--- src/rtl/ws2812_stream_tx.sv ---
// WS2812 serial transmitter: streams N_LEDS pixel words, MSB first, as
// T_BIT-cycle pulses (T1H high for a 1, T0H high for a 0). The frame ends
// with a T_RESET-cycle low latch period. A one-word holding register
// decouples the pixel source from the bit shifter.
module ws2812_stream_tx #(
   parameter int N_LEDS       = 60,
   parameter int BITS_PER_LED = 24,
   parameter int T0H          = 20,
   parameter int T1H          = 40,
   parameter int T_BIT        = 63,
   parameter int T_RESET      = 2500
) (
   input  logic                    clk,
   input  logic                    rst_n,
   input  logic                    start,
   input  logic [BITS_PER_LED-1:0] px_data,
   input  logic                    px_valid,
   output logic                    px_ready,
   output logic                    ws2812_dout,
   output logic                    busy,
   output logic                    frame_done,
   output logic                    underrun
);

   localparam int PIX_W   = $clog2(N_LEDS + 1);
   localparam int BIT_W   = $clog2(BITS_PER_LED);
   localparam int CYC_MAX = (T_BIT > T_RESET) ? T_BIT : T_RESET;
   localparam int CYC_W   = $clog2(CYC_MAX);
   localparam int MSB     = BITS_PER_LED - 1;

   // Reject timing/format combinations the line encoding cannot represent.
   generate
      if (!(T0H < T1H && T1H < T_BIT) || !(BITS_PER_LED == 24 || BITS_PER_LED == 32) ||
          N_LEDS < 1 || T_RESET < 1) begin : g_bad_params
         $error("ws2812_stream_tx: illegal parameter set");
      end
   endgenerate

   typedef enum logic [1:0] {IDLE, WAIT_FIRST, SEND, LATCH} state_t;

   state_t                  state;
   logic [BITS_PER_LED-1:0] hold_q;
   logic [BITS_PER_LED-1:0] shift_q;
   logic                    hold_full;
   logic                    primed;     // first bit of the frame is on the line
   logic [PIX_W-1:0]        pix_cnt;    // words accepted this frame
   logic [BIT_W-1:0]        bit_cnt;
   logic [CYC_W-1:0]        cyc_cnt;
   logic                    xfer;

   // Line level for position c of a bit with value b.
   function automatic logic high_at(input logic b, input int c);
      return (c < (b ? T1H : T0H));
   endfunction

   assign px_ready = (state == WAIT_FIRST || state == SEND) && !hold_full &&
                     (pix_cnt < PIX_W'(N_LEDS));
   assign xfer     = px_valid && px_ready;
   assign busy     = (state != IDLE);

   // Frame sequencer, holding register, shifter and registered line output.
   always_ff @(posedge clk or negedge rst_n) begin
      if (!rst_n) begin
         state       <= IDLE;
         hold_q      <= '0;
         shift_q     <= '0;
         hold_full   <= 1'b0;
         primed      <= 1'b0;
         pix_cnt     <= '0;
         bit_cnt     <= '0;
         cyc_cnt     <= '0;
         ws2812_dout <= 1'b0;
         frame_done  <= 1'b0;
         underrun    <= 1'b0;
      end else begin
         frame_done <= 1'b0;
         // Accepted words land in the holding register; the pixel-end
         // bypass below may send one straight to the shifter instead.
         if (xfer) begin
            hold_q    <= px_data;
            hold_full <= 1'b1;
            pix_cnt   <= pix_cnt + PIX_W'(1);
         end
         case (state)
            IDLE: begin
               if (start) begin
                  state     <= WAIT_FIRST;
                  underrun  <= 1'b0;
                  pix_cnt   <= '0;
                  hold_full <= 1'b0;
               end
            end
            WAIT_FIRST: begin
               if (hold_full) begin
                  shift_q   <= hold_q;
                  hold_full <= 1'b0;
                  bit_cnt   <= '0;
                  cyc_cnt   <= '0;
                  primed    <= 1'b0;
                  state     <= SEND;
               end
            end
            SEND: begin
               if (!primed) begin
                  // One load cycle after entering SEND, then bit 0 begins.
                  primed      <= 1'b1;
                  ws2812_dout <= high_at(shift_q[MSB], 0);
               end else if (cyc_cnt != CYC_W'(T_BIT - 1)) begin
                  cyc_cnt     <= cyc_cnt + CYC_W'(1);
                  ws2812_dout <= high_at(shift_q[MSB], int'(cyc_cnt) + 1);
               end else begin
                  cyc_cnt <= '0;
                  if (bit_cnt != BIT_W'(BITS_PER_LED - 1)) begin
                     bit_cnt     <= bit_cnt + BIT_W'(1);
                     shift_q     <= shift_q << 1;
                     ws2812_dout <= high_at(shift_q[MSB-1], 0);
                  end else begin
                     bit_cnt <= '0;
                     if (hold_full) begin
                        shift_q     <= hold_q;
                        hold_full   <= 1'b0;
                        ws2812_dout <= high_at(hold_q[MSB], 0);
                     end else if (xfer) begin
                        // Word arriving on the pixel boundary goes straight out.
                        shift_q     <= px_data;
                        hold_full   <= 1'b0;
                        ws2812_dout <= high_at(px_data[MSB], 0);
                     end else begin
                        if (pix_cnt != PIX_W'(N_LEDS)) underrun <= 1'b1;
                        state       <= LATCH;
                        ws2812_dout <= 1'b0;
                     end
                  end
               end
            end
            LATCH: begin
               if (cyc_cnt == CYC_W'(T_RESET - 1)) begin
                  cyc_cnt    <= '0;
                  state      <= IDLE;
                  frame_done <= 1'b1;
               end else begin
                  cyc_cnt <= cyc_cnt + CYC_W'(1);
               end
            end
            default: state <= IDLE;
         endcase
      end
   end

endmodule

--- config.mk ---
export PLATFORM = sky130hd
export DESIGN_NAME = ws2812_stream_tx
export DESIGN_NICKNAME = d
export VERILOG_FILES = /design/src/rtl/ws2812_stream_tx.sv
export SDC_FILE = /design/constraint.sdc
export NUM_CORES = 1
export LEC_CHECK = 0
export CORE_UTILIZATION = 59
export DETAILED_ROUTE_END_ITERATION = 8
export HOLD_SLACK_MARGIN = 0.12
export PLACE_DENSITY = 0.8
export SYNTH_ARGS = -nofsm -noshare
export SYNTH_HDL_FRONTEND = slang
export SYNTH_SLANG_ARGS = --single-unit
--- constraint.sdc ---
create_clock -name clk -period 2.25 [get_ports clk]
set_input_delay 0.225 -clock clk [delete_from_list [all_inputs] [get_ports clk]]
set_output_delay 0.225 -clock clk [all_outputs]
set_load 0.01 [all_outputs]
# --- Word level (Yosys, flattened, before mapping) ---
# Index checks and enable logic that the tools add are counted.
word_totals:
  ff_bits: 78
  latch_bits: 0
  ram_bits: 0
  mem_bits_ro: 0
  word_cells: 113
  memories: 0
classes:
  add_sub_neg: 4
  n_mul: 0
  div_mod_pow: 0
  magnitude_cmp: 6
  n_eq_ne: 17
  shifts: 0
  muxes: 59
  bitwise_logic: 0
  reduce_logical: 16
ops:
  columns: ["operator", "n"]
  rows:
  - ["24-bit 2-to-1 mux", 6]
  - ["12-bit 2-to-1 mux", 4]
  - ["24-bit case mux with 2 select lines", 1]
  - ["6-bit 2-to-1 mux", 7]
  - ["12-bit case mux with 3 select lines", 1]
  - ["1-bit by 32-bit < comparator with 1-bit output (first input constant)", 1]
  - ["1-bit 2-to-1 mux", 23]
  - ["5-bit 2-to-1 mux", 4]
  - ["1-bit by 6-bit < comparator with 1-bit output (first input constant)", 3]
  - ["2-bit 2-to-1 mux", 8]
  - ["2-bit inequality test (second input constant)", 8]
  - ["8-bit AND reduction", 2]
  - ["12-bit by 1-bit adder with 13-bit output (second input constant)", 1]
  - ["13-bit by 6-bit < comparator with 1-bit output", 1]
  - ["12-bit by 1-bit adder with 12-bit output (second input constant)", 1]
  - ["12-bit == test (second input constant)", 1]
  - ["12-bit by 6-bit inequality test with 1-bit output (second input constant)", 1]
  - ["5-bit case mux with 2 select lines", 1]
  - ["2-bit case mux with 4 select lines", 1]
  - ["6-bit by 1-bit adder with 6-bit output (second input constant)", 1]
  - ["6-bit < comparator (second input constant)", 1]
  - ["6-bit inequality test (second input constant)", 1]
  - ["2-bit nonzero test", 3]
  - ["5-bit by 1-bit adder with 5-bit output (second input constant)", 1]
  - ["other kinds (16)", 20]

# --- Depth between registers and ports, before layout ---
# Gate-level depths: netlist (run 1).
logic_depth:
  depth_word: 12
  mapped_depth: 9
  ltp_nobuf: 8

# --- Least setup slack after synthesis (run 1) ---
# Ideal clock, no wire load.
synth_path:
  path_type: "register to register"
  startpoint: "reg cyc_cnt[0]"
  endpoint: "reg state[1]"
  arrival_time_ns: 1.923
  slack_ns: 0.199
  stages_incl_launch_ff: 8
  path_buffers: 0
  synth_period_minus_slack_ns: 2.051
  path_cell_list: "dfrtp_1 -> inv_1 -> ha_1 -> nor4b_4 -> nand4_4 -> or3_1 -> a21oi_2 -> mux2_1"
synth_between:
  elab_chain_len: 3
  word_cells_on_any_way: 5
  cone_classes: "4 x eq/ne; 1 x reduce/logical"
synth_rtl:
  columns: ["element", "line_no", "rtl"]
  rows:
  - ["start: declaration", "48", "logic [CYC_W-1:0] cyc_cnt;"]
  - ["start signal: assignment", "109", "cyc_cnt <= cyc_cnt + CYC_W'(1);"]
  - ["start signal: assignment", "142", "cyc_cnt <= cyc_cnt + CYC_W'(1);"]
  - ["12-bit == test / 12-bit by 6-bit inequality test with 1-bit output (equally long branches)", "137, 108", null]
  - ["2-bit inequality test (no line)", null, null]
  - ["8-bit AND reduction (no line) *", null, null]
  - ["end signal: assignment", "130", "state <= LATCH;"]
  - ["end signal: assignment", "139", "state <= IDLE;"]
  - ["end signal: assignment", "145", "default: state <= IDLE;"]
  - ["end: declaration", "41", "state_t state;"]
# Mark *: on every way between the ends. The rest lies on a longest branch, timed or not.
# A chain may end at the register's enable or synchronous reset.

# --- Worst setup path in the final report (run 1) ---
layout_path:
  startpoint: "reg state[1]"
  endpoint: "reg cyc_cnt[10]"
layout_between:
  elab_chain_len: 3
  word_cells_on_any_way: 8
  cone_classes: "5 x eq/ne; 1 x mux; 2 x reduce/logical"
layout_rtl:
  columns: ["element", "line_no", "rtl"]
  rows:
  - ["start signal: assignment", "64", "state <= IDLE;"]
  - ["start signal: assignment", "87", "state <= WAIT_FIRST;"]
  - ["start signal: assignment", "100", "state <= SEND;"]
  - ["2-bit == test / 2-bit by 1-bit == test with 1-bit output (equally long branches)", "84", "case (state)"]
  - ["2-bit inequality test (no line) / 3-bit nonzero test (equally long branches)", null, null]
  - ["3-bit AND reduction (no line)", null, null]
# Parallel ways exist; a longest one is shown, timed or not.

==> flow_summary.toml, run 1 <==
[global_route]
grt_pass1_vias = 3554
grt_antenna_before_repair = 0
grt_pass1_wl_um = 16400
grt_max_degree = 41
grt_overflow = 0
groute.usage.overall = 0.281

[yosys]
synth_cells = 457
synth_ff_type = "dfrtp_1"
syn-cell-area_um2 = 4300
seq_area_frac_synth = 0.454
synth-seq-cells = 78
yosysWarnings = 0
ys_types = 58
async_flop_share = 1.00
synth_nets = 497
syn_area_per_cell_um2 = 9.40
synth_edf_count = 0

[cts]
clk_pin_slew_ns = 0.09
clock_path_buffers = 2
cts_tree = "done"
cts_root_buf = "clkbuf_8"
cts_num_sinks = 78
insertion_delay_ns = 0.37
cts_buffers = 9
cts_max_level = 3

[critical_path]
max_stage_delay_ns = 0.51
worstPathArrival_ns = 2.40
crit_fanout = 5
cp-start-kind = "flop"
cp.required_ns = 2.53
crit_chain = "inv_1 -> ha_1 -> nor2b_2 -> buf_4 -> or3_1 -> or4_1 -> o211ai_1"
cp_top_family = "simple AND/OR/NAND/NOR gates"
end_kind = "flop"
critical_path_class = "reg2reg"
cp_num_buf_inv = 2
crit_path_top_delay_cell = "or4_1"

[drt]
first_pass_iters = 4
vias = 3556
drc = 0
drt_iter0_drc = 180
wl_per_cell_um = 16.0
route.antenna.remaining_nets = 0
wirelength_um = 9710
avgViaCountPerCell = 5.85

[timing]
final-setup-viol-count = 0
worstMarginPinSlew_ns = 0.522
slew-limit-headroom = 0.652
fin_hold_ws_ns = 0.371
finalHoldViolCount = 0
slew_viol_final = 0
period_needed_ns = 2.12
final.period_utilization = 0.942
skew_ns = 0.0107
fmax_ghz = 0.472
fin_tns_setup_ns = 0

[finish]
final_common_cell = "nand2_1"
diodes = 0
final_cell_mix = "99 x nand2_1, 76 x dfrtp_1, 39 x nor2_1"
syn2layout_area_growth_pct = 19.4
layout-drive-gt1-share = 0.170
nets = 547
finalInstanceArea_um2 = 5130

[floorplanning]
die_area_um2 = 7630
die_h_um = 87.3
start_util = 0.622
die_w_um = 87.3
fp.coreArea_um2 = 6910
pin_count = 33
rows = 30

[pwr]
p_leak_uw = 0.00241
power.total_uw = 7320
p_per_area_nw_per_um2 = 1430
ir_drop_mv = 0.653

[placement]
io_buffers = 32
globalplace.congestion = 0.912
post-dp-hpwl_um = 6730
placed_area_um2 = 4860

[run]
cap_violations = 0

[status]
outcome = "finished, final reports clean"

[hold_path]
hold_class = "in2async"
[metal layers]
| metal | vias up | share of wire | track usage |
|---|---|---|---|
| met2 | 91 | 0.49 | 0.457 |
| met5 | - | 0 | 0 |
| met4 | 0 | 0.013 | 0.0954 |
| met3 | 13 | 0.043 | 0.0749 |
| li1 | 1705 | - | - |
| met1 | 1747 | 0.45 | 0.364 |
[what timing repair did]
item                                    in CTS  in global routing
endpoints found under the setup margin       1                  7
setup buffers                                0                  2
pin swaps                                    0                  2
hold buffers                                 1                  0
gates resized for setup                      3                  3
hold endpoints to repair                    39                  0
cloned                                       0                  0
[logic make-up after synthesis]
group | synth area share
compound gates | 0.155
xor+xnor | 0.0183
fa+ha+maj | 0.0349
buf+inv | 0.0390
flops | 0.454
mux | 0.0853
simple gates | 0.213
[synthesized netlist by cell type (2+ instances only)]
cell type	number	area, um2
nand2_1	99	372
mux2_2	4	45.0
xnor2_1	3	26.3
clkbuf_1	14	52.6
buf_6	3	33.8
or3_1	3	18.8
o31ai_1	4	30.0
nand4_1	4	25.0
inv_1	11	41.3
o21ai_0	18	90.1
a31oi_1	2	12.5
a211o_1	3	26.3
nor2_1	39	146
o22ai_1	24	150
nand2b_1	6	37.5
a22o_1	6	52.6
nor3_1	2	10.0
buf_2	5	25.0
nand3_1	10	50.1
nor2b_1	5	31.3
xor2_1	6	52.6
and4b_1	2	20.0
nor4_1	3	18.8
a21oi_1	29	145
and4_1	3	26.3
buf_1	4	15.0
ha_1	12	150
mux2_4	20	300
and3_1	7	43.8
dfrtp_1	78	1950
[state kept, by name (all words and copies together), names as in the netlist]
name         flops
hold_full        1
state            2
bit_cnt          5
shift_q         24
pix_cnt          6
cyc_cnt         12
ws2812_dout      1
primed           1
underrun         1
frame_done       1
hold_q          24
[metrics by stage]
step | instances | util | setup WS (ns)
after floorplan | 457 | - | 0.199
after global routing | 608 | 0.743 | -0.0161
after detailed placement | 589 | 0.704 | 0.0999
final | 608 | 0.743 | 0.131
after CTS | 606 | 0.740 | 0.0852
after global placement | 589 | 0.704 | 0.147
[layout make-up]
type | instances | area, um2
clock buffers | 9 | 124
clock inverters | 7 | 106
fillers | 532 | 1780
inverters | 11 | 41.3
multi-input cells | 342 | 2190
flip-flops and latches | 78 | 1950
well taps | 96 | 120
repair buffers | 65 | 592
[report_power, final]
part	internal [uW]	switching [uW]	leakage, uW
registers	1950	347	0.000983
logic	1930	1880	0.00132
clock network	642	573	0.000116
[worst paths after layout]
path / cells after the start / endpoint / start / slack [ns]
setup / recovery: 7 / cyc_cnt[10] / state[1] / 0.13
hold / removal: 2 / cyc_cnt[9] / rst_n / 0.37
setup reg to reg: 7 / cyc_cnt[10] / state[1] / 0.13
hold reg to reg: 2 / hold_q[15] / hold_q[15] / 0.48
max in group asynchronous: 3 / cyc_cnt[3] / rst_n / 1.29
min in group clk: 3 / hold_q[14] / px_data[14] / 0.41
(Power assumes the default switching activity.)
==> run 2, diff against run 1 <==
==> constraint.sdc (replaced) <==
create_clock -name clk -period 2.25 [get_ports clk]
set_input_delay 0.225 -clock clk [delete_from_list [all_inputs] [get_ports clk]]
set_output_delay 0.225 -clock clk [all_outputs]
set_load 0.1 [all_outputs]
==> flow_summary.toml, run 2 (synthesis results as in run 1) <==
[finish]
reg_top3 = "hold_q x24, shift_q x24, cyc_cnt x12"
final_common_cell = "nand2_1"
diodes = 0
final_cells = 606
final_cell_mix = "98 x nand2_1, 77 x dfrtp_1, 39 x nor2_1"
final_util = 0.736
syn2layout_area_growth_pct = 18.3
nets = 545
layout-drive-gt1-share = 0.178

[drt]
vias = 3513
routed.top_layer = "met4"
wl_met2_um = 4410
route.antenna.remaining_nets = 0
first_pass_iters = 5
wirelength_um = 9490
wl_met3_um = 475
drc = 0
wl_per_cell_um = 15.7
wl_met1_um = 4490
drt_iter0_drc = 288
avgViaCountPerCell = 5.80

[placement]
dp_cells = 588
io_buffers = 32
dp_slack_ns = 0.121
globalplace.congestion = 0.866
post-dp-hpwl_um = 6540

[cts]
clk_pin_slew_ns = 0.09
clock_path_buffers = 2
cts_num_sinks = 78
cts_tree = "done"
cts_max_level = 3
cts_buffers = 9
insertion_delay_ns = 0.36
cts_root_buf = "clkbuf_8"

[pwr]
power.total_uw = 7320
p_per_area_nw_per_um2 = 1440
p_leak_uw = 0.00239
ir_drop_mv = 1.41

[floorplanning]
start_util = 0.622
die_area_um2 = 7630
fp.coreArea_um2 = 6910
rows = 30
die_w_um = 87.3
pin_count = 33
die_h_um = 87.3

[timing]
fmax_ghz = 0.463
skew_ns = 0.0107
final-setup-viol-count = 0
rsz0062_at_grt = "false"
worst_slack_ns = 0.0918
slew-limit-headroom = 0.611
period_needed_ns = 2.16
slew_viol_final = 0
worstMarginPinSlew_ns = 0.584
final.period_utilization = 0.959
finalHoldViolCount = 0
fin_tns_setup_ns = 0

[critical_path]
worstReg2RegEnd = "state[1]"
rrSetupSlack_ns = 0.09
worstRegToRegCells = 7
cp-start-kind = "flop"
end_kind = "flop"
r2r-start = "cyc_cnt[0]"
crit_fanout = 7
worstPathArrival_ns = 2.40
critical_path_class = "reg2reg"
cp.required_ns = 2.49

[global_route]
grt_pass1_wl_um = 15900
grt_max_degree = 45
grt_antenna_before_repair = 0
groute.usage.overall = 0.269
grt_overflow = 0
grt_pass1_vias = 3290

[status]
outcome = "finished, final reports clean"

[run]
cap_violations = 0

[hold_path]
hold_class = "in2async"
## run 2: worst max path at each step
stage	from	to	slack, ns
finish	cyc_cnt[0]	state[1]	0.09
floorplan	state[1]	hold_q[10]	0.0002
global route	cyc_cnt[0]	state[1]	0.004
detailed placement	cyc_cnt[0]	state[1]	0.12
global placement	cyc_cnt[0]	state[1]	0.19
CTS	cyc_cnt[0]	state[1]	0.09
## run 2: critical path: stages (launching register included)
cell,delay (ns)
dfrtp_1,0.35
buf_4,0.15
ha_1,0.29
nor2b_1,0.21
nand4_1,0.20
a211o_1,0.37
a21oi_2,0.14
mux2_1,0.33
## run 2: report_power, final
group | switching (uW) | internal [uW] | total [uW]
registers | 359 | 1950 | 2310
logic | 2120 | 1920 | 4030
clock network | 568 | 413 | 981
total | 3040 | 4280 | 7320
## run 2: cell type report
cell class	instances	area [um2]
well taps	96	120
flip-flops and latches	78	1950
clock inverters	7	57.6
fillers	506	1820
clock buffers	9	124
inverters	11	41.3
repair buffers	63	578
multi-input cells	342	2210
## run 2: layer usage
layer | vias up | GRT usage
met1 | 1696 | 0.397
met5 | - | 0
met3 | 14 | 0.0398
met4 | 0 | 0.0924
met2 | 108 | 0.406
li1 | 1695 | -
## run 2: stage by stage
step                area, um2  hold WS, ns
global placement         4880        0.264
detailed placement       4880        0.264
global route             5080        0.427
finish                   5080        0.407
floorplan                4340      -0.0706
CTS                      5070        0.404
## run 2: timing repair
item | in CTS | in global routing
hold buffers | 1 | 0
setup buffers | 0 | 1
endpoints found under the hold margin | 43 | 0
gates resized for setup | 0 | 2
endpoints found under the setup margin | 0 | 6
==> run 3, diff against run 2 <==
Settings changed: CORE_UTILIZATION 59 to 55, PLACE_DENSITY 0.8 to 0.76.
==> flow_summary.toml, run 3 (synthesis results as in run 1) <==
[global_route]
grt_overflow = 0
grt_pass1_vias = 3680
grt_pass1_wl_um = 17500
grt_antenna_before_repair = 0
grt_max_degree = 41
groute.usage.overall = 0.270

[timing]
finalHoldViolCount = 0
slew_viol_final = 0
worstMarginPinSlew_ns = 0.542
final-setup-viol-count = 0
skew_ns = 0.0106
final.period_utilization = 0.956
fin_hold_ws_ns = 0.380
period_needed_ns = 2.15
slew-limit-headroom = 0.638
fmax_ghz = 0.465

[drt]
avgViaCountPerCell = 5.88
wirelength_um = 10100
wl_per_cell_um = 16.6
route.antenna.remaining_nets = 0
drt_iter0_drc = 246
first_pass_iters = 5
vias = 3563
drc = 0

[cts]
cts_num_sinks = 78
cts_max_level = 3
clk_pin_slew_ns = 0.08
cts_root_buf = "clkbuf_8"
clock_path_buffers = 2
insertion_delay_ns = 0.37
cts_buffers = 9
cts_tree = "done"

[floorplanning]
fp.coreArea_um2 = 7410
pin_count = 33
rows = 31
die_h_um = 90.4
start_util = 0.580
die_w_um = 90.4
die_area_um2 = 8170

[finish]
fillers = 561
syn2layout_area_growth_pct = 18.8
final_cells = 606
reg_top3 = "hold_q x24, shift_q x24, cyc_cnt x12"
nets = 542
layout-drive-gt1-share = 0.168
ff_latch_area_um2 = 1950
final_common_cell = "nand2_1"
diodes = 0
final_cell_mix = "98 x nand2_1, 78 x dfrtp_1, 39 x nor2_1"
multiInputGateArea_um2 = 2210

[critical_path]
cp.required_ns = 2.53
crit_chain = "inv_1 -> ha_1 -> nor2b_1 -> or3_1 -> or4_1 -> o211ai_1"
end_kind = "flop"
crit_path_top_delay_cell = "or4_1"
critical_path_class = "reg2reg"
max_stage_delay_ns = 0.55
worstPathArrival_ns = 2.43
cp_num_buf_inv = 1
cp-start-kind = "flop"
crit_fanout = 6
cp_top_family = "simple AND/OR/NAND/NOR gates"

[placement]
globalplace.congestion = 0.859
dp_cells = 588
post-dp-hpwl_um = 6810
io_buffers = 32

[status]
outcome = "finished, final reports clean"

[hold_path]
hold_class = "in2async"

[pwr]
ir_drop_mv = 1.26
p_leak_uw = 0.00240
p_per_area_nw_per_um2 = 1490

[run]
cap_violations = 0
run 3: what timing repair did:
| item | in CTS | in global routing |
|---|---|---|
| buffers inserted | 0 | 1 |
| hold buffers | 1 | 0 |
| resized for setup | 0 | 0 |
| hold endpoints to repair | 38 | 0 |
| endpoints found under the setup margin | 0 | 1 |
run 3: area by class of cell:
cell class | instances | share of cell area
Clock buffer | 10 | 0.0250
Clock inverter | 6 | 0.0169
Inverter | 11 | 0.00809
Multi-Input combinational cell | 342 | 0.432
Sequential cell | 78 | 0.382
Tap cell | 99 | 0.0243
Timing Repair Buffer | 60 | 0.111
run 3: worst paths after layout:
check                            start          end  slack, ns  depth (start not counted)
setup / recovery              state[1]  cyc_cnt[10]        0.1                          6
hold / removal                   rst_n       primed       0.38                          2
setup reg to reg              state[1]  cyc_cnt[10]        0.1                          6
hold reg to reg              hold_q[6]    hold_q[6]       0.48                          2
max in group asynchronous        rst_n   bit_cnt[1]       1.28                          3
min in group clk           px_data[15]   hold_q[15]       0.42                          3
run 3: layer usage:
metal | up-vias | part of all wire | track usage | wire length [um]
li1 | 1693 | - | - | -
met1 | 1724 | 0.46 | 0.363 | 4610
met2 | 127 | 0.46 | 0.427 | 4650
met3 | 19 | 0.060 | 0.0547 | 602
met4 | 0 | 0.018 | 0.110 | 185
met5 | - | 0 | 0 | 0
run 3: stage by stage:
stage	total power [uW]	utilization	worst slack [ns]	setup TNS, ns	instance area, um2
after floorplan	5350	-	0.000248	0	4340
after global placement	6240	0.658	0.147	0	4870
after detailed placement	6400	0.658	0.0842	0	4870
after CTS	7590	0.688	0.0890	0	5100
after global routing	8100	0.689	-0.00274	-0.00274	5110
final	7590	0.689	0.0982	0	5110
run 3: power breakdown:
part | internal (uW) | leakage, uW | switching (uW)
clock | 623 | 0.000106 | 542
combinational | 1940 | 0.00131 | 2170
sequential | 1950 | 0.000987 | 356
total | 4520 | 0.00240 | 3070
